===== src/rtl/vend_pkg.sv =====
// Shared types and constants for the Coke vending controller: state encoding,
// coin codes and coin values in cents.
package vend_pkg;

    typedef enum logic [1:0] {
        IDLE    = 2'd0,
        COLLECT = 2'd1,
        VEND    = 2'd2,
        REFUND  = 2'd3
    } state_t;

    localparam logic [1:0] COIN_NICKEL  = 2'b00;
    localparam logic [1:0] COIN_DIME    = 2'b01;
    localparam logic [1:0] COIN_QUARTER = 2'b10;
    localparam logic [1:0] COIN_INVALID = 2'b11;

    localparam int         COIN_VAL_W  = 5;
    localparam logic [4:0] VAL_NICKEL  = 5'd5;
    localparam logic [4:0] VAL_DIME    = 5'd10;
    localparam logic [4:0] VAL_QUARTER = 5'd25;

endpackage


===== src/rtl/vend_coin_decode.sv =====
// Combinational coin decoder: maps the acceptor's coin code to a value in
// cents plus an invalid flag.
module vend_coin_decode
    import vend_pkg::*;
(
    input  logic [1:0]            coin_type,
    output logic [COIN_VAL_W-1:0] value,
    output logic                  invalid
);

    always_comb begin
        value   = '0;
        invalid = 1'b0;
        case (coin_type)
            COIN_NICKEL:  value = VAL_NICKEL;
            COIN_DIME:    value = VAL_DIME;
            COIN_QUARTER: value = VAL_QUARTER;
            default:      invalid = 1'b1;
        endcase
    end

endmodule


===== src/rtl/coke_vend_ctrl.sv =====
// Coin-accumulating vend sequencer: credits coins, pulses dispense at PRICE and
// pays back leftover or cancelled credit one nickel per cycle.
// Optional build macro SALES_COUNT_EN adds a 16-bit wrapping sales_count output.
//
// state   | meaning
// IDLE    | no credit, waiting for the first coin
// COLLECT | credit below PRICE, accepting coins or cancel
// VEND    | dispense solenoid driven for DISPENSE_CYCLES cycles
// REFUND  | one nickel pulse per cycle until credit is exhausted
module coke_vend_ctrl
    import vend_pkg::*;
#(
    parameter int PRICE           = 75,
    parameter int CREDIT_W        = 8,
    parameter int MAX_CREDIT      = 200,
    parameter int DISPENSE_CYCLES = 4
) (
    input  logic                clk,
    input  logic                reset,
    input  logic                coin_valid,
    input  logic [1:0]          coin_type,
    input  logic                cancel,
    output logic                dispense,
    output logic                nickel_out,
    output logic                coin_reject,
    output logic                busy,
`ifdef SALES_COUNT_EN
    output logic [15:0]         sales_count,
`endif
    output logic [CREDIT_W-1:0] credit
);

    localparam int SUM_W = CREDIT_W + 1;
    localparam int CNT_W = (DISPENSE_CYCLES > 1) ? $clog2(DISPENSE_CYCLES) : 1;

    state_t                 state;
    logic [CNT_W-1:0]       disp_cnt;
    logic [COIN_VAL_W-1:0]  coin_val;
    logic                   coin_bad;
    logic [SUM_W-1:0]       sum;
    logic                   accept;

    vend_coin_decode u_coin_decode (
        .coin_type (coin_type),
        .value     (coin_val),
        .invalid   (coin_bad)
    );

    // One spare bit on the sum so the ceiling check sees true overflow.
    assign sum    = {1'b0, credit} + SUM_W'(coin_val);
    assign accept = coin_valid && !coin_bad && (sum <= SUM_W'(MAX_CREDIT))
                    && (state == IDLE || state == COLLECT);

    always_ff @(posedge clk or negedge reset) begin
        if (!reset) begin
            state       <= IDLE;
            credit      <= '0;
            dispense    <= 1'b0;
            nickel_out  <= 1'b0;
            coin_reject <= 1'b0;
            busy        <= 1'b0;
            disp_cnt    <= '0;
`ifdef SALES_COUNT_EN
            sales_count <= '0;
`endif
        end else begin
            coin_reject <= coin_valid && !accept;
            nickel_out  <= 1'b0;
            case (state)
                IDLE, COLLECT: begin
                    if (accept) begin
                        if (cancel) begin
                            state      <= REFUND;
                            credit     <= CREDIT_W'(sum - SUM_W'(VAL_NICKEL));
                            nickel_out <= 1'b1;
                            busy       <= 1'b1;
                        end else if (sum >= SUM_W'(PRICE)) begin
                            state    <= VEND;
                            credit   <= CREDIT_W'(sum - SUM_W'(PRICE));
                            dispense <= 1'b1;
                            disp_cnt <= CNT_W'(DISPENSE_CYCLES - 1);
                            busy     <= 1'b1;
`ifdef SALES_COUNT_EN
                            sales_count <= sales_count + 16'd1;
`endif
                        end else begin
                            state  <= COLLECT;
                            credit <= CREDIT_W'(sum);
                        end
                    end else if (cancel && state == COLLECT) begin
                        state      <= REFUND;
                        credit     <= credit - CREDIT_W'(VAL_NICKEL);
                        nickel_out <= 1'b1;
                        busy       <= 1'b1;
                    end
                end
                VEND: begin
                    if (disp_cnt == '0) begin
                        dispense <= 1'b0;
                        if (credit != '0) begin
                            state      <= REFUND;
                            credit     <= credit - CREDIT_W'(VAL_NICKEL);
                            nickel_out <= 1'b1;
                        end else begin
                            state <= IDLE;
                            busy  <= 1'b0;
                        end
                    end else begin
                        disp_cnt <= disp_cnt - 1'b1;
                    end
                end
                REFUND: begin
                    // The pulse that brought credit to zero was the last one.
                    if (credit == '0) begin
                        state <= IDLE;
                        busy  <= 1'b0;
                    end else begin
                        credit     <= credit - CREDIT_W'(VAL_NICKEL);
                        nickel_out <= 1'b1;
                    end
                end
                default: begin
                    state    <= IDLE;
                    credit   <= '0;
                    dispense <= 1'b0;
                    busy     <= 1'b0;
                end
            endcase
        end
    end

endmodule


===== config.mk =====
export PLATFORM = sky130hd
export DESIGN_NAME = coke_vend_ctrl
export DESIGN_NICKNAME = d
export VERILOG_FILES = /design/src/rtl/vend_pkg.sv /design/src/rtl/vend_coin_decode.sv /design/src/rtl/coke_vend_ctrl.sv
export SDC_FILE = /design/constraint.sdc
export NUM_CORES = 1
export LEC_CHECK = 0
export CAP_MARGIN = 20
export CORE_MARGIN = 5
export CORE_UTILIZATION = 30
export CTS_CLUSTER_DIAMETER = 80
export DETAILED_ROUTE_END_ITERATION = 8
export GPL_TIMING_DRIVEN = 0
export SLEW_MARGIN = 20
export SYNTH_ARGS = -nofsm -noshare
export SYNTH_HDL_FRONTEND = slang
export SYNTH_SLANG_ARGS = --single-unit

===== constraint.sdc =====
create_clock -name clk -period 4.8 [get_ports clk]
set_input_delay 0.48 -clock clk [delete_from_list [all_inputs] [get_ports clk]]
set_output_delay 0.48 -clock clk [all_outputs]
set_load 0.03 [all_outputs]

=== After elaboration in Yosys (flattened, before gate mapping) ===
Index checks and enable logic that the tools add are counted.
W data, S select, Z words.

* Bits in registers: 16
* Input port bits: 6
* Output and inout bits: 12
* Word-level logic and storage cells: 91

* $add $sub $neg: 5
* Magnitude comparators: 2
* Equality and inequality tests: 16
* Muxes and demuxes: 41
* Reductions and logical operators: 20

{| class="wikitable"
|+ Operator list
! kind !! count
|-
| $mux W8 || 7
|-
| $pmux W8 S3 || 1
|-
| $mux W2 || 11
|-
| $ne A2 B2 Y1 const B || 9
|-
| $mux W1 || 16
|-
| $sub A8 B3 Y8 const B || 2
|-
| $pmux W5 S3 || 1
|-
| $reduce_and A5 Y1 || 3
|-
| $add A8 B5 Y9 || 1
|-
| $ge A9 B7 Y1 const B || 1
|-
| $le A9 B8 Y1 const B || 1
|-
| $logic_not A8 Y1 || 1
|-
| $reduce_bool A8 Y1 || 1
|-
| $sub A8 B7 Y8 const B || 1
|-
| $eq A2 B2 Y1 const B || 3
|-
| $logic_not A2 Y1 || 3
|-
| $pmux W1 S3 || 2
|-
| $pmux W2 S3 || 1
|-
| $logic_and A1 B1 Y1 || 5
|-
| $eq A2 B1 Y1 const B || 2
|-
| $ne A4 B4 Y1 const B || 1
|-
| $pmux W2 S2 || 1
|-
| $reduce_and A4 Y1 || 1
|-
| $ne A3 B3 Y1 const B || 1
|-
| other kinds (8) || 8
|}

=== Depth between registers and ports, before layout ===
Gate-level depths: netlist of run 1.

* Depth in word-level cells: 8
* Depth in mapped cells: 16
* Depth with buffers taken out: 16

=== Modules after synthesis ===
A second synthesis of run 1 with hierarchy kept.

* Cells, all modules: 208
* Area total of the unflattened synthesis: 1,761.7 um^2

{| class="wikitable"
|+ Modules (own cells, without submodules)
! module !! times used !! cells an instance !! area an instance (um^2) !! seq. area each (um^2)
|-
| coke_vend_ctrl || 1 || 200 || 1,681.6 || 400.4
|-
| vend_coin_decode || 1 || 8 || 80.1 || 0.0
|}

=== Least setup slack after synthesis of run 1 ===
No wires, ideal clock.

* Kind: in2reg
* From: input port coin_type[0]
* To: register credit[5]
* Library setup time: 0.080 ns
* Arrival time: 3.094 ns
* Required time: 4.720 ns
* Setup slack: 1.626 ns
* Stages on the path: 14
* Path buffers: 1
* Path through: inv_1 ha_1 nor2_1 nor2_1 ha_1 fa_1 a21oi_2 o21ai_1 and4_1 or3_4 buf_6 o311a_1 a31oi_1 xnor2_1

* Cells in the longest elaborated chain, start to end: 8
* Elaborated cells on any way between the ends: 19
* Those cells by class: add/sub: 3; order compare: 2; eq/ne: 3; mux: 5; reduce/logical: 6

{| class="wikitable"
|+ RTL lines
! what !! RTL line !! source
|-
| from (decl) || coke_vend_ctrl.sv:21 || <nowiki>input logic [1:0] coin_type,</nowiki>
|-
| $eq A2 B2 Y1 (tied with other cells) || vend_coin_decode.sv:14 || <nowiki>case (coin_type)</nowiki>
|-
| $pmux W5 S3 || vend_coin_decode.sv:14 ||
|-
| $add A8 B5 Y9 || coke_vend_ctrl.sv:50 || <nowiki>assign sum = {1'b0, credit} + SUM_W'(coin_val);</nowiki>
|-
| $sub A8 B7 Y8 (tied with other cells) || coke_vend_ctrl.sv:79 || <nowiki>credit <= CREDIT_W'(sum - SUM_W'(PRICE));</nowiki>
|-
| $mux W8 or $logic_and A1 B1 Y1 (tied branches) || coke_vend_ctrl.sv:77, coke_vend_ctrl.sv:51 ||
|-
| $mux W8 or $logic_and A1 B1 Y1 (tied branches) || coke_vend_ctrl.sv:72, coke_vend_ctrl.sv:52 ||
|-
| $mux W8 or $ne A3 B3 Y1 (tied branches) || n/a ||
|-
| $pmux W8 S3 or $reduce_and A4 Y1 (tied branches) || n/a ||
|-
| to (signal assigned) || coke_vend_ctrl.sv:74 || <nowiki>credit <= CREDIT_W'(sum - SUM_W'(VAL_NICKEL));</nowiki>
|-
| to (signal assigned) || coke_vend_ctrl.sv:79 ||
|-
| to (signal assigned) || coke_vend_ctrl.sv:88 || <nowiki>credit <= CREDIT_W'(sum);</nowiki>
|-
| to (decl) || coke_vend_ctrl.sv:30 || <nowiki>output logic [CREDIT_W-1:0] credit</nowiki>
|}

Several ways; a longest one is shown, not always the timed one.
A chain may end at the register's enable or synchronous reset.

=== Worst setup path after layout of run 1 ===
* From: input port coin_type[0]
* To: register state[0]

* Cells in the longest elaborated chain, start to end: 8
* Elaborated cells on any way between the ends: 17
* Those cells by class: add/sub: 1; order compare: 2; eq/ne: 3; mux: 5; reduce/logical: 6

{| class="wikitable"
|+ RTL lines
! what !! RTL line !! source
|-
| $eq A2 B2 Y1 (tied with other cells) || vend_coin_decode.sv:14 ||
|-
| $pmux W5 S3 || vend_coin_decode.sv:14 ||
|-
| $add A8 B5 Y9 || coke_vend_ctrl.sv:50 ||
|-
| $ge A9 B7 Y1 or $le A9 B8 Y1 (tied branches) || coke_vend_ctrl.sv:77, coke_vend_ctrl.sv:51 ||
|-
| $mux W2 or $logic_and A1 B1 Y1 (tied branches) || coke_vend_ctrl.sv:77, coke_vend_ctrl.sv:51 ||
|-
| $mux W2 or $logic_and A1 B1 Y1 (tied branches) || coke_vend_ctrl.sv:72, coke_vend_ctrl.sv:52 ||
|-
| $mux W2 or $ne A3 B3 Y1 (tied branches) || n/a ||
|-
| $pmux W2 S3 or $reduce_and A3 Y1 (tied branches) || n/a ||
|-
| to (signal assigned) || coke_vend_ctrl.sv:73 || <nowiki>state <= REFUND;</nowiki>
|-
| to (signal assigned) || coke_vend_ctrl.sv:78 || <nowiki>state <= VEND;</nowiki>
|-
| to (signal assigned) || coke_vend_ctrl.sv:87 || <nowiki>state <= COLLECT;</nowiki>
|-
| to (decl) || coke_vend_ctrl.sv:36 || <nowiki>state_t state;</nowiki>
|}

Several ways; a longest one is shown, not always the timed one.

==> reports/metrics.yaml, run 1 <==
status:
  status: "complete, no violations"
logic_synthesis:
  synth_nets: 238
  synth.distinct_cells: 61
  async_flop_share: 1.000
  synth-seq-cells: 16
  postSynthAreaPerCell_um2: 8.382
  syn_inst: 216
  ys_warn_count: 0
  synth_edf_count: 0
  ys.flop_type: "dfrtp_1"
  synth.cell_area_um2: 1810
  ys_seq_area_frac: 0.2211
critical_path:
  r2r_cells: 10
  end_kind: "flip-flop"
  path_class: "in -> reg"
  cp.arrival_ns: 4.03
  r2r_setup_slack_ns: 1.66
  worstSetupStartpointType: "input port"
  crit-reg2reg-launch: "credit[0]$_DFFE_PN0P_"
  r2r-end: "state[0]$_DFFE_PN0P_"
  worstPathMaxFanout: 9
  required_ns: 4.94
detailed_routing:
  drcViolationCount: 0
  first_iter_violations: 128
  routedWlPerCell_um: 13.35
  dr.pass1.iters: 4
  vias: 1560
  via_per_inst: 5.016
  drt_wl_total_um: 4153
  detail-route-antenna-nets: 0
floorplan:
  fp.dieH_um: 87.69
  dieWidth_um: 87.69
  initial_core_util: 0.3076
  io_pins: 18
  row_count: 28
  core-area_um2: 5886
  die-area_um2: 7689
sta:
  worst_pin_slew_ns: 0.7458
  period_share: 0.8113
  maxSlewViolCount: 0
  skew_ns: 0.003412
  rsz0062_at_grt: "false"
  finalHoldViolCount: 0
  fin_crit_ns: 3.894
  fin_ws_ns: 0.9056
  max_freq_ghz: 0.2568
  slew_headroom: 0.5013
  setup_viol: 0
  fin_tns_setup_ns: 0
job:
  drv_cap: 0
clock_network:
  clk_latency_ns: 0.25
  cts_sinks: 16
  cts_max_path_buffers: 2
  hold_buffers: 0
  cts_tree: "yes"
  cts_root_buf: "clkbuf_8"
  cts-resized-gates: 0
  cts_max_level: 1
  cts_buffers: 3
  postCtsSetupRepairBufs: 0
  path_clk_slew_ns: 0.07
cells_and_area:
  final_cell_mix: "nor2_1 (18), inv_1 (17), dfrtp_1 (16), clkdlybuf4s50_1 (16)"
  layout_commonest_cell: "nor2_1"
  final_layout_size_suffix_gt1_frac: 0.1186
  area_delta_synth_final_pct: 17.07
  nets: 259
  num_antenna_cells: 0
global_route:
  grt_start_max_net_pins: 17
  grt_pass1_vias: 1443
  track_usage: 0.1110
  gr-total-overflow: 0
  antenna_found_initial: 0
  grt_first_pass_wirelength_um: 6831
hold_path:
  worstHoldStart: "dispense$_DFFE_PN0P_"
  hold_class: "reg -> reg"
  min_path_cells: 2
  holdPathEnd: "dispense$_DFFE_PN0P_"
power_and_ir_drop:
  p_leak_uw: 0.0008852
  powerDensity_nw_per_um2: 809.9
  peakVddDrop_mv: 0.2059
placement:
  dp_slack_ns: 0.6250
  hpwl_um: 3422
  place_congestion: 0.8675
  portBuffers: 16
-- cells in the mapped netlist (4+ instances only) --
cell       n  area share
nand2_1   14       0.029
a21o_1     4       0.017
o211ai_1   4       0.017
dfrtp_1   16        0.22
ha_1      15        0.10
a21oi_1   13       0.036
nor2_1    18       0.037
inv_1     17       0.035
nand3_1    7       0.019
o21ai_0   12       0.033
xnor2_1   15       0.073
a31oi_1    4       0.014
-- sequential cells by signal (all words and copies together), names as in the netlist --
register     flops
busy             1
coin_reject      1
credit           8
disp_cnt         2
dispense         1
nickel_out       1
state            2
-- power by group --
| group | leakage (uW) | internal, uW | switching [uW] | total [uW] |
|---|---|---|---|---|
| clock network | 0.0000288 | 72.7 | 46.1 | 119 |
| registers | 0.000179 | 196 | 68.0 | 263 |
| logic | 0.000678 | 572 | 762 | 1330 |
| total | 0.000885 | 840 | 876 | 1720 |
-- critical path, stage by stage --
cell	delay [ns]
clkdlybuf4s50_1	0.50
inv_1	0.09
ha_1	0.21
nor2_1	0.11
nor2_1	0.05
ha_1	0.21
fa_1	0.48
a21oi_2	0.24
o21bai_2	0.10
xor2_2	0.40
a21oi_2	0.14
a21oi_2	0.38
o21bai_1	0.22
nand2b_4	0.20
o22a_1	0.20
-- how the worst max path moves through the flow --
stage | endpoint | start | depth (start not counted)
final | state[0]$_DFFE_PN0P_ | coin_type[0] | 15
after global routing | credit[5]$_DFFE_PN0P_ | coin_type[0] | 15
after CTS | credit[5]$_DFFE_PN0P_ | coin_type[0] | 15
after detailed placement | credit[5]$_DFFE_PN0P_ | coin_type[0] | 15
after global placement | credit[5]$_DFFE_PN0P_ | coin_type[0] | 15
after floorplan | credit[5]$_DFFE_PN0P_ | coin_type[0] | 14
-- cells by family (layout without fill, tap and decap cells) --
group / Yosys count / after routing / synth area share
mux: 4 / 4 / 0.02281
flops: 16 / 16 / 0.2211
buf+inv: 27 / 47 / 0.07532
compound gates: 72 / 72 / 0.2944
xor+xnor: 18 / 18 / 0.09123
simple gates: 63 / 63 / 0.1804
fa+ha+maj: 16 / 16 / 0.1147
-- final cells by class --
| cell class | instances | area (um^2) |
|---|---|---|
| fillers | 624 | 3766 |
| flip-flops and latches | 16 | 400.4 |
| repair buffers | 16 | 160.2 |
| inverters | 17 | 63.81 |
| clock buffers | 4 | 55.05 |
| well taps | 75 | 93.84 |
| multi-input cells | 173 | 1274 |
| plain buffers | 10 | 72.57 |
-- through the flow --
step	utilization	total power (uW)	instance area (um^2)	cells	hold slack (ns)
after global routing	0.3601	1867	2120	311	0.5636
after floorplan	-	1295	1810	216	0.1844
final	0.3601	1717	2120	311	0.5340
after global placement	0.3508	1580	2064	307	0.5232
after detailed placement	0.3508	1598	2064	307	0.5263
after CTS	0.3601	1726	2120	311	0.5365
-- routing by layer --
metal	wire [um]	track usage	share of wire
met1	1976	0.1546	0.48
met2	1977	0.1788	0.48
met3	199	0.02822	0.048
met4	0	0.01255	0
met5	0	0	0
No activity file was read; power rests on OpenSTA's default activity.
==> run 2, diff against run 1 <==
==> constraint.sdc (replaced) <==
create_clock -name clk -period 3.4 [get_ports clk]
set_input_delay 0.34 -clock clk [delete_from_list [all_inputs] [get_ports clk]]
set_output_delay 0.34 -clock clk [all_outputs]
set_load 0.03 [all_outputs]
==> run 2 against run 1 <==
Global-route usage is 0.39 points higher. Routed wire length is 5.8% higher. Count of clock-buffer cells in the layout stayed put. First-iteration DRC count is 1.6% higher. Critical path type unchanged. Sequential share of layout area is 1.1 points lower. Critical endpoint is now disp_cnt[0]$_DFFE_PN0P_. Highest routed layer unchanged.
==> reports/metrics.yaml, run 2 (synthesis results as in run 1) <==
floorplan:
  dieWidth_um: 87.69
  die-area_um2: 7689
  row_count: 28
  core-area_um2: 5886
  initial_core_util: 0.3076
  fp.dieH_um: 87.69
  io_pins: 18
global_route:
  track_usage: 0.1150
  grt_start_max_net_pins: 17
  antenna_found_initial: 0
  grt_first_pass_wirelength_um: 7072
  grt_pass1_vias: 1480
  gr-total-overflow: 0
detailed_routing:
  vias: 1599
  via_per_inst: 5.060
  dr_wl_met3_um: 209
  dr.pass1.iters: 4
  maxUsedRoutingLayer: "met3"
  drt_wl_total_um: 4393
  wl_met1_um: 2043
  first_iter_violations: 130
  drcViolationCount: 0
  route.met2.wl_um: 2140
  routedWlPerCell_um: 13.90
  detail-route-antenna-nets: 0
clock_network:
  clk_latency_ns: 0.25
  cts_sinks: 16
  cts_max_level: 1
  cts_root_buf: "clkbuf_8"
  cts_buffers: 3
  cts_max_path_buffers: 2
  cts_tree: "yes"
  path_clk_slew_ns: 0.07
sta:
  fin_crit_ns: 3.053
  finalHoldViolCount: 0
  setup_viol: 0
  period_share: 0.8980
  skew_ns: 0.004061
  fin_ws_ns: 0.3468
  maxSlewViolCount: 0
  slew_headroom: 0.4933
  worst_pin_slew_ns: 0.7577
  rsz0062_at_grt: "false"
  max_freq_ghz: 0.3275
placement:
  portBuffers: 16
  dp_slack_ns: -0.6350
  dp.cells: 307
  hpwl_um: 3422
  place_congestion: 0.8675
cells_and_area:
  area_delta_synth_final_pct: 24.46
  num_antenna_cells: 0
  nets: 264
  final_cell_mix: "nor2_1 (18), inv_1 (17), dfrtp_1 (16)"
  final_layout_size_suffix_gt1_frac: 0.1660
  max_flop_register: "credit"
  layout_commonest_cell: "nor2_1"
  stdcell_count: 316
  largest_register_ffs: 8
  reg_top3: "credit: 8 flops, disp_cnt: 2 flops, state: 2 flops"
critical_path:
  end_kind: "flip-flop"
  cp.arrival_ns: 3.17
  r2r_cells: 10
  crit_start: "coin_type[0]"
  worstSetupStartpointType: "input port"
  r2r_setup_slack_ns: 0.49
  crit-reg2reg-launch: "credit[4]$_DFFE_PN0P_"
  worstPathMaxFanout: 10
  r2r-end: "state[0]$_DFFE_PN0P_"
  required_ns: 3.52
  worstSetupEndpoint: "disp_cnt[0]$_DFFE_PN0P_"
  path_class: "in -> reg"
status:
  status: "complete, no violations"
job:
  drv_cap: 0
hold_path:
  hold_class: "reg -> reg"
run 2: how the worst min path moves through the flow:
stage,slack [ns],cells past startpoint,from,endpoint
3_3_place_gp,0.52,2,disp_cnt[1]$_DFFE_PN0P_,disp_cnt[1]$_DFFE_PN0P_
4_1_cts,0.54,2,dispense$_DFFE_PN0P_,dispense$_DFFE_PN0P_
3_5_place_dp,0.53,2,dispense$_DFFE_PN0P_,dispense$_DFFE_PN0P_
6_report,0.53,2,dispense$_DFFE_PN0P_,dispense$_DFFE_PN0P_
2_1_floorplan,0.04,0,reset,busy$_DFFE_PN0P_
5_1_grt,0.56,2,dispense$_DFFE_PN0P_,dispense$_DFFE_PN0P_
run 2: worst max-delay path, cell delays in order:
cell,delay (ns)
dlymetal6s2s_1,0.13
inv_1,0.09
ha_1,0.22
nor2_1,0.11
nor2_1,0.05
ha_2,0.20
fa_2,0.43
a21oi_4,0.21
o21ai_1,0.09
and4_1,0.23
or3_4,0.34
buf_6,0.15
o21bai_1,0.27
nand2b_4,0.22
a22oi_1,0.09
run 2: cell type report:
cell class,instances,area (um^2)
plain buffers,10,72.57
clock buffers,4,55.05
fillers,613,3632
well taps,75,93.84
multi-input cells,173,1365
repair buffers,21,202.7
flip-flops and latches,16,400.4
inverters,17,63.81
run 2: routing by layer:
layer	GRT usage	up-vias
li1	-	828
met1	0.1570	737
met5	0	-
met4	0.01255	0
met2	0.1897	34
met3	0.02822	0
run 2: through the flow:
step / hold WS, ns / cell area (um^2) / util / setup TNS [ns]
finish: 0.5336 / 2253 / 0.3829 / 0
global route: 0.5636 / 2253 / 0.3829 / 0
CTS: 0.5365 / 2215 / 0.3763 / 0
detailed placement: 0.5263 / 2064 / 0.3508 / -7.238
global placement: 0.5232 / 2064 / 0.3508 / -6.701
floorplan: 0.04441 / 1810 / - / 0
run 2: what timing repair did:
action / CTS / global route
resized for setup: 9 / 6
buffers inserted: 4 / 1
pin swaps: 2 / 4
endpoints found under the setup margin: 15 / 15
hold endpoints to repair: 0 / 0
hold buffers: 0 / 0
cloned: 0 / 0
Power of run 2 is not shown: default switching activity piles up to over one toggle a cycle in this logic, so the estimate is an artifact.
==> run 3, diff against run 2 <==
--- a/config.mk
+++ b/config.mk
@@ -6,11 +6,14 @@
 export NUM_CORES = 1
 export LEC_CHECK = 0
 export CAP_MARGIN = 20
+export CELL_PAD_IN_SITES_DETAIL_PLACEMENT = 0
+export CELL_PAD_IN_SITES_GLOBAL_PLACEMENT = 1
 export CORE_MARGIN = 5
 export CORE_UTILIZATION = 30
 export CTS_CLUSTER_DIAMETER = 80
 export DETAILED_ROUTE_END_ITERATION = 8
 export GPL_TIMING_DRIVEN = 0
+export PLACE_DENSITY_LB_ADDON = 0.1
 export SLEW_MARGIN = 20
 export SYNTH_ARGS = -nofsm -noshare
 export SYNTH_HDL_FRONTEND = slang
==> run 3 against run 2 <==
Register-to-register slack improved by 0.07 ns. Setup slack got worse by 0.14 ns. Global-route usage is 1.4 points higher. Final cell count is 0.32% higher. First-iteration DRC count is 43% lower. Non-clock buffer count increased by 1. Worst hold slack about the same. Sequential share of layout area barely moved. Critical path type unchanged. Largest cell class unchanged.
==> reports/metrics.yaml, run 3 (synthesis results as in run 1) <==
clock_network:
  cts_max_level: 1
  clk_latency_ns: 0.25
  cts_sinks: 16
  cts_root_buf: "clkbuf_8"
  hold_buffers: 0
  cts_buffers: 3
  cts_tree: "yes"
  cts_max_path_buffers: 2
  path_clk_slew_ns: 0.06
detailed_routing:
  drcViolationCount: 0
  drt_wl_total_um: 4777
  first_iter_violations: 74
  routedWlPerCell_um: 15.07
  via_per_inst: 5.174
  dr.pass1.iters: 4
  detail-route-antenna-nets: 0
  vias: 1640
critical_path:
  worstPathMaxFanout: 5
  r2r_cells: 10
  required_ns: 3.53
  end_kind: "flip-flop"
  worstSetupStartpointType: "input port"
  crit-reg2reg-launch: "credit[4]$_DFFE_PN0P_"
  crit_start: "coin_type[0]"
  r2r_setup_slack_ns: 0.56
  r2r-end: "state[0]$_DFFE_PN0P_"
  cp.arrival_ns: 3.32
  path_class: "in -> reg"
cells_and_area:
  reg_top3: "credit: 8 flops, disp_cnt: 2 flops, state: 2 flops"
  final_cell_mix: "nor2_1 (18), inv_1 (17), dfrtp_1 (16)"
  num_antenna_cells: 0
  area_delta_synth_final_pct: 24.60
  largest_register_ffs: 8
  stdcell_count: 317
  final_layout_size_suffix_gt1_frac: 0.1777
  max_flop_register: "credit"
  nets: 265
  utilization: 0.3833
  fillers: 603
  layout_commonest_cell: "nor2_1"
sta:
  fin_ws_ns: 0.2045
  worst_pin_slew_ns: 0.7448
  skew_ns: 0.003920
  maxSlewViolCount: 0
  rsz0062_at_grt: "false"
  period_share: 0.9398
  fin_crit_ns: 3.195
  slew_headroom: 0.5019
  setup_viol: 0
  max_freq_ghz: 0.3129
  finalHoldViolCount: 0
floorplan:
  dieWidth_um: 87.69
  fp.dieH_um: 87.69
  initial_core_util: 0.3076
  io_pins: 18
  core-area_um2: 5886
  row_count: 28
  die-area_um2: 7689
placement:
  hpwl_um: 3756
  place_congestion: 0.7516
  dp.cells: 307
  dp_slack_ns: -0.7118
  portBuffers: 16
global_route:
  grt_start_max_net_pins: 17
  grt_first_pass_wirelength_um: 7783
  antenna_found_initial: 0
  grt_pass1_vias: 1575
  gr-total-overflow: 0
  track_usage: 0.1285
hold_path:
  hold_class: "in -> async"
status:
  status: "complete, no violations"
job:
  drv_cap: 0
[run 3: worst max-delay path, stage by stage]
cell           delay (ns)
dlygate4sd2_1        0.25
inv_1                0.09
ha_1                 0.22
nor2_1               0.10
nor2_1               0.06
ha_2                 0.20
fa_2                 0.44
a21oi_4              0.21
o21bai_2             0.12
xor2_4               0.31
buf_6                0.14
nor2_1               0.07
and3_2               0.23
a311oi_2             0.27
a31oi_1              0.14
xnor2_1              0.14
[run 3: layout make-up]
class	count	area [um^2]	area share
flip-flops and latches	16	400.4	0.1775
plain buffers	10	72.57	0.03217
clock buffers	4	55.05	0.02440
well taps	75	93.84	0.04160
multi-input cells	173	1364	0.6045
repair buffers	22	206.4	0.09151
inverters	17	63.81	0.02829
[run 3: stage by stage]
stage,cell area [um^2],TNS (ns),hold slack (ns)
6_report,2256,0,0.5331
5_1_grt,2256,0,0.5679
4_1_cts,2251,0,0.5436
3_5_place_dp,2064,-8.537,0.5339
3_3_place_gp,2064,-9.319,0.5247
2_1_floorplan,1810,0,0.04441
[run 3: repair_timing]
action,in CTS,in global routing
setup buffers,6,0
endpoints found under the setup margin,15,1
pin swaps,4,0
gates resized for setup,16,1
[run 3: worst max path at each step]
stage                                  endpoint  slack, ns
final                     credit[5]$_DFFE_PN0P_       0.20
after global routing      credit[5]$_DFFE_PN0P_      0.006
after CTS                 credit[5]$_DFFE_PN0P_       0.23
after detailed placement  credit[5]$_DFFE_PN0P_      -0.71
after global placement    credit[5]$_DFFE_PN0P_      -0.75
after floorplan           credit[5]$_DFFE_PN0P_       0.37
[run 3: layer usage]
| metal | routed length, um | share of wire | track usage | vias to the layer above |
|---|---|---|---|---|
| met5 | 0 | 0 | 0 | - |
| met4 | 0 | 0 | 0.01674 | 0 |
| met3 | 131 | 0.027 | 0.02446 | 0 |
| met2 | 2199 | 0.46 | 0.1979 | 25 |
| met1 | 2445 | 0.51 | 0.1905 | 786 |
| li1 | - | - | - | 829 |
Power of run 3 is left out for the same reason.
